`src/rtl/adc_avg_filter.sv`:
```
// adc_avg_filter: paces SAR conversions, captures each result on a fresh
// end-of-conversion edge and outputs a moving average over the last
// 2^LOG2_DEPTH samples.
// Optional feature macro: ADC_MINMAX_EN adds min_val/max_val peak-hold outputs.
module adc_avg_filter #(
  parameter int WIDTH        = 8,
  parameter int LOG2_DEPTH   = 3,
  parameter int PERIOD       = 50000,  // must be >= 2
  parameter int START_CYCLES = 4,      // must be >= 1
  parameter int TIMEOUT      = 65535   // must be >= 1
) (
  input  logic             clock,
  input  logic             reset,
  input  logic             enable,
  input  logic [WIDTH-1:0] adc_value,
  input  logic             adc_eoc,
  output logic             adc_start,
  output logic [WIDTH-1:0] avg,
  output logic             avg_valid,
  output logic             sample_strobe,
  output logic             timeout_err
`ifdef ADC_MINMAX_EN
  , output logic [WIDTH-1:0] min_val
  , output logic [WIDTH-1:0] max_val
`endif
);

  localparam int DEPTH = 1 << LOG2_DEPTH;
  localparam int SUM_W = WIDTH + LOG2_DEPTH;
  localparam int TMAX  = (TIMEOUT > PERIOD)
                         ? ((TIMEOUT > START_CYCLES) ? TIMEOUT : START_CYCLES)
                         : ((PERIOD  > START_CYCLES) ? PERIOD  : START_CYCLES);
  localparam int TW    = $clog2(TMAX + 1);

  localparam logic [TW-1:0]         START_LAST   = TW'(START_CYCLES - 1);
  localparam logic [TW-1:0]         TIMEOUT_LAST = TW'(TIMEOUT - 1);
  localparam logic [TW-1:0]         WAIT_LAST    = TW'(PERIOD - 2);
  localparam logic [LOG2_DEPTH:0]   FILL_FULL    = (LOG2_DEPTH + 1)'(DEPTH);

  typedef enum logic [2:0] {
    S_IDLE, S_WAIT, S_START, S_CONVERT, S_ACCUM
  } state_t;

  // Floor division of the window sum by the window length.
  function automatic logic [WIDTH-1:0] f_avg(input logic [SUM_W-1:0] s);
    return s[SUM_W-1:LOG2_DEPTH];
  endfunction

  state_t              r_state;
  logic [TW-1:0]       r_timer;
  logic                r_start;
  logic                r_timeout_err;
  logic                r_eoc_prev;
  logic                w_eoc_rise;
  logic                w_capture;

  logic [WIDTH-1:0]      r_sample_p0;
  logic [SUM_W-1:0]      r_sum_p1;
  logic [LOG2_DEPTH-1:0] r_wr_ptr;
  logic [LOG2_DEPTH:0]   r_fill;
  logic [WIDTH-1:0]      r_buf [DEPTH];
  logic                  r_strobe_p1;
  logic [WIDTH-1:0]      r_avg_p2;
  logic                  r_vld_p2;

  // A stale high eoc on CONVERT entry is ignored: only a 0->1 edge counts.
  assign w_eoc_rise = adc_eoc & ~r_eoc_prev;
  assign w_capture  = (r_state == S_CONVERT) && w_eoc_rise;

  // Conversion sequencer: request pacing, eoc wait with timeout, window update.
  always_ff @(posedge clock) begin
    if (reset) begin
      r_state       <= S_IDLE;
      r_timer       <= '0;
      r_start       <= 1'b0;
      r_timeout_err <= 1'b0;
      r_eoc_prev    <= 1'b0;
    end else begin
      r_eoc_prev <= adc_eoc;
      case (r_state)
        S_IDLE: begin
          if (enable) begin
            r_state <= S_START;
            r_start <= 1'b1;
            r_timer <= '0;
          end
        end
        S_START: begin
          if (r_timer == START_LAST) begin
            r_state <= S_CONVERT;
            r_start <= 1'b0;
            r_timer <= '0;
          end else begin
            r_timer <= r_timer + TW'(1);
          end
        end
        S_CONVERT: begin
          if (w_eoc_rise) begin
            r_state <= S_ACCUM;
            r_timer <= '0;
          end else if (r_timer == TIMEOUT_LAST) begin
            r_timeout_err <= 1'b1;
            r_state       <= S_WAIT;
            // Start one below zero: with no ACCUM clock on this path, the
            // extra WAIT clock keeps the next request PERIOD clocks away.
            r_timer       <= '1;
          end else begin
            r_timer <= r_timer + TW'(1);
          end
        end
        S_ACCUM: begin
          r_state <= S_WAIT;
          r_timer <= '0;
        end
        S_WAIT: begin
          if (r_timer == WAIT_LAST) begin
            r_timer <= '0;
            if (enable) begin
              r_state <= S_START;
              r_start <= 1'b1;
            end else begin
              r_state <= S_IDLE;
            end
          end else begin
            r_timer <= r_timer + TW'(1);
          end
        end
        default: begin
          r_state <= S_IDLE;
          r_start <= 1'b0;
          r_timer <= '0;
        end
      endcase
    end
  end

  // ---- stage p0: sample capture on the eoc edge
  always_ff @(posedge clock) begin
    if (reset) begin
      r_sample_p0 <= '0;
    end else if (w_capture) begin
      r_sample_p0 <= adc_value;
    end
  end

  // ---- stage p1: circular buffer write and running-sum update
  always_ff @(posedge clock) begin
    if (reset) begin
      r_sum_p1    <= '0;
      r_wr_ptr    <= '0;
      r_fill      <= '0;
      r_strobe_p1 <= 1'b0;
      for (int i = 0; i < DEPTH; i++) begin
        r_buf[i] <= '0;
      end
    end else begin
      r_strobe_p1 <= 1'b0;
      if (r_state == S_ACCUM) begin
        r_buf[r_wr_ptr] <= r_sample_p0;
        r_sum_p1        <= r_sum_p1 + SUM_W'(r_sample_p0) - SUM_W'(r_buf[r_wr_ptr]);
        r_wr_ptr        <= r_wr_ptr + LOG2_DEPTH'(1);
        if (r_fill != FILL_FULL) begin
          r_fill <= r_fill + (LOG2_DEPTH + 1)'(1);
        end
        r_strobe_p1 <= 1'b1;
      end
    end
  end

  // ---- stage p2: registered average and window-full flag
  always_ff @(posedge clock) begin
    if (reset) begin
      r_avg_p2 <= '0;
      r_vld_p2 <= 1'b0;
    end else begin
      r_avg_p2 <= f_avg(r_sum_p1);
      r_vld_p2 <= (r_fill == FILL_FULL);
    end
  end

`ifdef ADC_MINMAX_EN
  logic [WIDTH-1:0] r_min_p2;
  logic [WIDTH-1:0] r_max_p2;

  // Peak-hold of captured samples, one clock behind the sample strobe.
  always_ff @(posedge clock) begin
    if (reset) begin
      r_min_p2 <= '1;
      r_max_p2 <= '0;
    end else if (r_strobe_p1) begin
      if (r_sample_p0 < r_min_p2) r_min_p2 <= r_sample_p0;
      if (r_sample_p0 > r_max_p2) r_max_p2 <= r_sample_p0;
    end
  end

  assign min_val = r_min_p2;
  assign max_val = r_max_p2;
`endif

  assign adc_start     = r_start;
  assign avg           = r_avg_p2;
  assign avg_valid     = r_vld_p2;
  assign sample_strobe = r_strobe_p1;
  assign timeout_err   = r_timeout_err;

endmodule

```
`config.mk`:
```
export PLATFORM = sky130hd
export DESIGN_NAME = adc_avg_filter
export DESIGN_NICKNAME = d
export VERILOG_FILES = /design/src/rtl/adc_avg_filter.sv
export SDC_FILE = /design/constraint.sdc
export NUM_CORES = 1
export LEC_CHECK = 0
export BUFFER_PORTS_ARGS = -buffer_cell sky130_fd_sc_hd__buf_2
export CAP_MARGIN = 30
export CORE_MARGIN = 2
export CORE_UTILIZATION = 42
export CTS_BUF_LIST = sky130_fd_sc_hd__clkbuf_16
export DETAILED_ROUTE_END_ITERATION = 12
export SYNTH_ARGS = -nofsm -noshare
export SYNTH_HDL_FRONTEND = slang
export SYNTH_SLANG_ARGS = --single-unit
```
`constraint.sdc`:
```
create_clock -name clock -period 5 [get_ports clock]
set_input_delay 0.75 -clock clock [delete_from_list [all_inputs] [get_ports clock]]
set_output_delay 0.75 -clock clock [all_outputs]
set_load 0.05 [all_outputs]
```
**Yosys cells after proc, flatten, opt, wreduce, memory -nomap -nowiden**

Memories as Yosys holds them, arrays and structs flattened. A register that Yosys moved wholly into a read port is not among the register bits.
Cells that the tools add are included.

- RAM bits: 64
- Memories: 1
- Latch bits: 0
- Output and inout port bits: 12
- Register bits after elaboration: 58
- Logic and storage cells: 70
- Bits in read-only memories: 0
- Bits of input ports: 12

- Shifts and indexed selects: 0
- Multipliers: 0
- Order comparisons: 0
- Equal/unequal tests: 13
- $add $sub $neg: 5
- Reductions and logical operators: 8
- Mux-type cells: 27
- Div/mod/pow operators: 0
- Bitwise operators: 4

Memories:

| memory | words | bits a word | read ports | clocked after memory_dff | wr ports | RTL line | text |
|---|---|---|---|---|---|---|---|
| r_buf | 8 | 8 | 1 | 1 | 8 | 61 | `logic [WIDTH-1:0] r_buf [DEPTH];` |

Operators by type and width:

| cell | count |
|---|---|
| two-way mux 16 bit | 5 |
| case mux 16 bit (4 select lines) | 1 |
| equality test 16 bit, second input constant | 2 |
| two-way mux 3 bit | 8 |
| adder 16 x 1 -> 16 bit, second input constant | 1 |
| equality test 16 x 2 -> 1 bit, second input constant | 1 |
| case mux 3 bit (5 select lines) | 1 |
| adder 11 x 8 -> 11 bit | 1 |
| subtractor 11 x 8 -> 11 bit | 1 |
| two-way mux 1 bit | 9 |
| two-way mux 8 bit | 1 |
| OR reduction 8 bit | 1 |
| equality test 3 x 2 -> 1 bit, second input constant | 2 |
| != test 2 bit, second input constant | 3 |
| AND reduction 3 bit | 2 |
| adder 4 x 1 -> 4 bit, second input constant | 1 |
| equality test 4 bit, second input constant | 1 |
| != test 4 bit, second input constant | 1 |
| case mux 1 bit (4 select lines) | 1 |
| AND reduction 4 bit | 1 |
| adder 3 x 1 -> 3 bit, second input constant | 1 |
| equality test 3 x 1 -> 1 bit, second input constant | 1 |
| equality test 3 bit, second input constant | 1 |
| zero test 3 bit | 1 |
| other kinds (7) | 9 |

**Depth between registers and ports, before layout**

Gate-level depths: netlist (run 1).

- Word-level depth: 6
- Mapped depth: 13

**Worst setup path before layout (run 1)**

Ideal clock, no wire load.

- Kind: reg-to-reg
- From: register with a tool-made name
- To: register r_sum_p1[10]
- Stages on the path, launching flop included: 13
- Arrival: 3.956 ns
- Slack: 0.923 ns
- Path buffers: 2
- Data required time: 4.879 ns
- Path through: dfxtp_1 -> clkbuf_1 -> buf_2 -> mux4_2 -> mux2_2 -> fa_1 -> inv_1 -> ha_1 -> a21o_1 -> a2111o_1 -> o221ai_1 -> mux2i_1 -> mux2_2

RTL lines:

| what | RTL line | text |
|---|---|---|
| end signal: assignment | 160 | `r_sum_p1 <= r_sum_p1 + SUM_W'(r_sample_p0) - SUM_W'(r_buf[r_wr_ptr]);` |
| end: declaration | 58 | `logic [SUM_W-1:0] r_sum_p1;` |

==> results.sh, run 1 <==
export IMPL_wl_per_cell_um=17.69
export IMPL_cp_slowest_cell="dfxtp_1"
export IMPL_drt_iter0_drc=488
export IMPL_power_density_nw_per_um2=358.5
export IMPL_synth_fp_nets=626
export IMPL_gp_congestion=0.8800
export IMPL_synth_top_family_by_area="simple AND/OR/NAND/NOR gates"
export IMPL_stdcell_count=809
export IMPL_synth_edf_count=64
export IMPL_worstPathCellList="buf_4 -> mux4_2 -> mux2_2 -> fa_1 -> inv_1 -> fa_1 -> a21oi_1 -> o22ai_1 -> o221ai_1 -> mux2i_1 -> mux2_2"
export IMPL_ant_nets=0
export IMPL_n_antenna_cell=0
export IMPL_fill_cells=1282
export IMPL_cp_end_kind="flip-flop"
export IMPL_std_cell_rows=44
export IMPL_grt_max_degree=37
export IMPL_first_global_vias=4706
export IMPL_cts_hold_buf=0
export IMPL_first_pass_iters=5
export IMPL_syn_to_final_growth_pct=13.32
export IMPL_cts_resized=0
export IMPL_cpPeakStageDelay_ns=0.62
export IMPL_dp_cells=777
export IMPL_ys_warn_count=0
export IMPL_synth_area_per_cell_um2=10.65
export IMPL_dieArea_um2=15960
export IMPL_maxCapViolations=0
export IMPL_tns_ns=0
export IMPL_ys_ff_latch=125
export IMPL_grt_overflow=0
export IMPL_path_max_fanout=9
export IMPL_final_cell_mix="64 x edfxtp_1, 61 x dfxtp_1, 58 x nor3_1, 42 x nand2_1, 37 x inv_1"
export IMPL_cts_tree="done"
export IMPL_via_count=4760
export IMPL_cp_required_ns=5.30
export IMPL_hold_path_class="flip-flop to flip-flop"
export IMPL_slew_violations=0
export IMPL_clk_pin_slew_ns=0.06
export IMPL_rsz0062_at_grt="false"
export IMPL_peakVddDrop_mv=0.3088
export IMPL_die_x_um=126.3
export IMPL_layout_commonest_cell="edfxtp_1"
export IMPL_dpl_hpwl_um=9763
export IMPL_vias_per_cell=5.884
export IMPL_period_share=0.8218
export IMPL_critPathTopFamily="multiplexers"
export IMPL_yosysUniqueCellTypes=60
export IMPL_fin_nets=648
export IMPL_startpoint_type="flip-flop"
export IMPL_grt_antenna_before_repair=0
export IMPL_grt_use_total=0.1887
export IMPL_seq_area_frac_synth=0.5000
export IMPL_layout_drive_gt1_share=0.1680
export IMPL_worstMarginPinSlew_ns=0.8094
export IMPL_ys_flop_type="edfxtp_1"
export IMPL_core_area_um2=14590
export IMPL_cts_buffer_depth=2
export IMPL_synth_cell_area_um2=6286
export IMPL_crit_buf_inv=2
export IMPL_leakagePower_nw=2.529
export IMPL_die_h_um=126.3
export IMPL_cts_max_level=4
export IMPL_cts_root_buf="clkbuf_16"
export IMPL_multi_input_area_um2=2834
export IMPL_setup_viol=0
export IMPL_r2r_slack_ns=0.89
export IMPL_synthMuxAreaShare=0.08778
export IMPL_drc=0
export IMPL_synthXorXnorAreaFrac=0.01533
export IMPL_route_final_wire_length_um=14320
export IMPL_synth_fa_ha_area_frac=0.05732
export IMPL_cts_buffers=17
export IMPL_synth_compound_area_frac=0.1039
export IMPL_async_reset_ff_frac=0
export IMPL_cp_data_arrival_time_ns=4.41
export IMPL_crit_type="flip-flop to flip-flop"
export IMPL_finalClockSkew_ns=0.01000
export IMPL_min_period_ns=4.109
export IMPL_synthCells=590
export IMPL_port_buffers=23
export IMPL_grt_pass1_wl_um=23930
export IMPL_maxSlewHeadroom=0.4604
export IMPL_yosys_area_share_simple=0.1857
export IMPL_cts_setup_buffers=0
export IMPL_clock_sinks=125
export IMPL_clk_insertion_delay_late_ns=0.41
export IMPL_finalHoldViolCount=0
export IMPL_io_pins=24
export IMPL_seqCellArea_um2=3143
export IMPL_post_route_util=0.4883
export IMPL_outcome="completed"
export IMPL_fmax_mhz=243.4
export IMPL_start_util=0.4309
[registers in the layout, indices dropped and copies added, names as in the netlist, named ones only]
name and count:
r_state 3, r_timer 16, r_eoc_prev 1, r_buf 64, avg_valid 1, r_fill 4, r_sum_p1 11, r_sample_p0 8
r_wr_ptr 3, adc_start 1, sample_strobe 1, timeout_err 1, avg 8
[Yosys cell counts, drive strengths merged (3+ instances only)]
library cell	number	area, um2
xor2	5	43.79
and3	3	18.77
xnor2	6	52.55
nand3	15	75.07
clkinv	9	33.78
a21oi	23	115.1
edfxtp	64	1922
dfxtp	61	1221
nor2b	7	43.79
or4	4	37.53
o21bai	3	22.52
inv	33	123.9
o211ai	11	82.58
mux4	16	360.4
o21ai	13	65.06
o22ai	9	56.30
nor4b	4	35.03
a21o	3	22.52
fa	8	160.2
a2111o	3	33.78
nand2b	7	43.79
mux2i	9	90.09
nor3b	3	27.52
nand4	6	37.54
or3	5	31.28
nor4	22	165.2
o221ai	8	70.07
clkbuf	29	108.9
nand2	42	157.7
o31ai	5	37.54
nor3	58	290.3
ha	16	200.2
buf	11	47.54
nor2	36	142.6
mux2	9	101.4
[metrics by stage]
stage	setup slack, ns	hold slack, ns	instance area (um2)	power [mW]
4_1_cts	0.9022	0.4537	7123	2.566
5_1_grt	0.6183	0.4828	7123	2.660
3_5_place_dp	0.9220	0.4486	6628	1.530
2_1_floorplan	0.9229	0.4319	6286	1.431
3_3_place_gp	1.016	0.4397	6615	1.513
6_report	0.8911	0.4533	7123	2.553
[path summary, 6_finish.rpt]
path	from	to	depth (start not counted)
min reg2reg	r_sum_p1[6]	r_sum_p1[6]	2
max	flip-flop	r_sum_p1[10]	11
max reg2reg	flip-flop	r_sum_p1[10]	11
min	r_sum_p1[6]	r_sum_p1[6]	2
[layer usage]
layer,vias up,share of wire,global-route usage
met2,162,0.46,0.2907
met1,2350,0.47,0.2641
met3,13,0.052,0.04850
met5,-,0,0
li1,2235,-,-
met4,0,0.010,0.05688
[logic make-up after synthesis]
logic type | after synthesis
and+or+nand+nor | 220
xor gates and xnor gates | 11
adders and majority gates | 24
DFF | 125
AOI/OAI and AO/OA | 94
buffers and inverters | 82
muxes | 34
[power breakdown]
| part | internal, mW | total [mW] | switching, mW |
|---|---|---|---|
| logic | 0.128 | 0.362 | 0.234 |
| registers | 1.12 | 1.15 | 0.0382 |
| clock network | 0.611 | 1.04 | 0.428 |
[layout make-up]
cell class | count | area share
clock buffer | 17 | 0.05972
clock inverter | 15 | 0.009837
inverter | 42 | 0.02213
multi-input combinational | 383 | 0.3979
sequential | 125 | 0.4412
tap | 184 | 0.03232
timing repair buffer | 43 | 0.03689
[worst reg2reg max path, cell delays in order (launching register included)]
cell,delay [ns]
dfxtp_1,0.62
buf_4,0.32
mux4_2,0.52
mux2_2,0.28
fa_1,0.48
inv_1,0.07
fa_1,0.47
a21oi_1,0.24
o22ai_1,0.19
o221ai_1,0.24
mux2i_1,0.22
mux2_2,0.34
Power figures use the tool's default switching activity.
==> run 2: changes to the inputs <==
- clock period: 5 -> 3.5 ns (I/O delays scaled with it)
==> results.sh, run 2 (same netlist as run 1, synthesis figures left out) <==
export IMPL_route_final_wire_length_um=15440
export IMPL_maxCapViolations=0
export IMPL_leakagePower_nw=2.717
export IMPL_cp_required_ns=3.81
export IMPL_cts_max_level=4
export IMPL_clk_pin_slew_ns=0.06
export IMPL_crit_type="flip-flop to flip-flop"
export IMPL_dpl_hpwl_um=10560
export IMPL_swShare=0.2573
export IMPL_clkPwrFrac=0.448
export IMPL_core_area_um2=14590
export IMPL_period_share=0.9743
export IMPL_worstMarginPinSlew_ns=0.7693
export IMPL_regToRegEndpoint="r_sum_p1[10]"
export IMPL_peakVddDrop_mv=0.4597
export IMPL_grt_pass1_wl_um=25030
export IMPL_cts_root_buf="clkbuf_16"
export IMPL_cts_buffer_depth=2
export IMPL_die_h_um=126.3
export IMPL_p_total_mw=4.014
export IMPL_seqPwrFrac=0.410
export IMPL_outcome="completed"
export IMPL_dp_slack_ns=-0.07578
export IMPL_reg_largest_list="r_buf (64), r_timer (16), r_sum_p1 (11)"
export IMPL_finalClockSkew_ns=0.009731
export IMPL_p_switching_mw=1.033
export IMPL_clock_sinks=125
export IMPL_endpoint="r_sum_p1[10]"
export IMPL_n_antenna_cell=0
export IMPL_grt_overflow=0
export IMPL_cp_end_kind="flip-flop"
export IMPL_cts_tree="done"
export IMPL_first_pass_iters=5
export IMPL_power_density_nw_per_um2=529.7
export IMPL_path_max_fanout=5
export IMPL_cts_buffers=17
export IMPL_largest_reg_flops=64
export IMPL_min_period_ns=3.410
export IMPL_drc=0
export IMPL_grt_use_total=0.2013
export IMPL_maxSlewHeadroom=0.4853
export IMPL_std_cell_rows=44
export IMPL_fmax_mhz=293.3
export IMPL_r2r_slack_ns=0.09
export IMPL_stdcell_count=837
export IMPL_hold_path_class="input port to flip-flop"
export IMPL_vias_per_cell=5.779
export IMPL_p_comb_frac=0.142
export IMPL_tns_ns=0
export IMPL_dieArea_um2=15960
export IMPL_largest_register="r_buf"
export IMPL_wl_per_cell_um=18.45
export IMPL_dp_cells=804
export IMPL_first_global_vias=4753
export IMPL_ant_nets=0
export IMPL_port_buffers=23
export IMPL_design_area_um2=7579
export IMPL_reg2reg_depth=11
export IMPL_rsz0062_at_grt="true"
export IMPL_final_cell_mix="64 x edfxtp_1, 60 x dfxtp_1, 58 x nor3_1, 44 x buf_4, 42 x nand2_1"
export IMPL_grt_antenna_before_repair=0
export IMPL_cp_data_arrival_time_ns=3.72
export IMPL_gp_congestion=0.8997
export IMPL_intPower_mw=2.981
export IMPL_syn_to_final_growth_pct=20.56
export IMPL_drt_iter0_drc=460
export IMPL_via_count=4837
export IMPL_setup_viol=0
export IMPL_layout_drive_gt1_share=0.2297
export IMPL_layout_commonest_cell="edfxtp_1"
export IMPL_die_x_um=126.3
export IMPL_cts_hold_buf=0
export IMPL_startpoint_type="flip-flop"
export IMPL_io_pins=24
export IMPL_place_area_um2=6877
export IMPL_fin_nets=676
export IMPL_slew_violations=0
export IMPL_post_route_util=0.5195
export IMPL_grt_max_degree=52
export IMPL_timing_final_ws_setup_ns=0.09008
export IMPL_clk_insertion_delay_late_ns=0.42
export IMPL_start_util=0.4309
export IMPL_hold_slack_ns=0.3408
export IMPL_finalHoldViolCount=0
-- run 2: cell count changes in the layout (fill, tap and decap cells not counted), moves of 3 or more --
cell / change
bufinv_16: +4
buf_4: +25
ha_4: +4
a21oi_1: -3
ha_1: -4
inv_1: -3
-- run 2: power groups by stage --
stage	clock, mW	combinational [mW]	sequential (mW)
detailed placement	0	0.547	1.68
CTS	1.83	0.553	1.64
finish	1.80	0.568	1.65
global route	1.89	0.625	1.65
floorplan	0	0.389	1.66
global placement	0	0.531	1.67
-- run 2: area by class of cell --
| type | count | area [um2] |
|---|---|---|
| clock inverters | 15 | 180.2 |
| flip-flops and latches | 125 | 3144 |
| multi-input cells | 383 | 2933 |
| repair buffers | 71 | 508.0 |
| well taps | 184 | 230.2 |
| clock buffers | 17 | 425.4 |
| inverters | 42 | 157.7 |
| fillers | 1251 | 7010 |
-- run 2: worst min-delay path by stage --
stage	endpoint	cells past startpoint	slack, ns	start
after floorplan	r_sum_p1[3]	2	0.43	r_sum_p1[3]
after global placement	r_sum_p1[5]	2	0.44	r_sum_p1[5]
after detailed placement	r_sum_p1[6]	2	0.45	r_sum_p1[6]
after CTS	r_sample_p0[5]	3	0.33	adc_value[5]
after global routing	r_sample_p0[1]	3	0.36	adc_value[1]
final	r_sample_p0[3]	3	0.34	adc_value[3]
-- run 2: repair_timing --
action,CTS,global route
pin swaps,1,3
endpoints found under the setup margin,3,5
setup buffers,0,1
resized for setup,3,13
-- run 2: routing by layer --
layer | vias up | wire length, um | track usage | part of all wire
li1 | 2292 | - | - | -
met1 | 2341 | 6995 | 0.2771 | 0.45
met2 | 173 | 7355 | 0.3133 | 0.48
met3 | 31 | 831 | 0.04007 | 0.054
met4 | 0 | 260 | 0.08274 | 0.017
met5 | - | 0 | 0 | 0
-- run 2: critical path, cell delays in order, from the launching register on --
cell and delay, ns:
dfxtp_2 0.34, buf_6 0.14, mux4_2 0.50, mux2_4 0.28
fa_1 0.49, inv_2 0.05, ha_4 0.23, a21o_1 0.18
a2111o_1 0.37, o221ai_2 0.14, mux2i_1 0.21, mux2_2 0.34
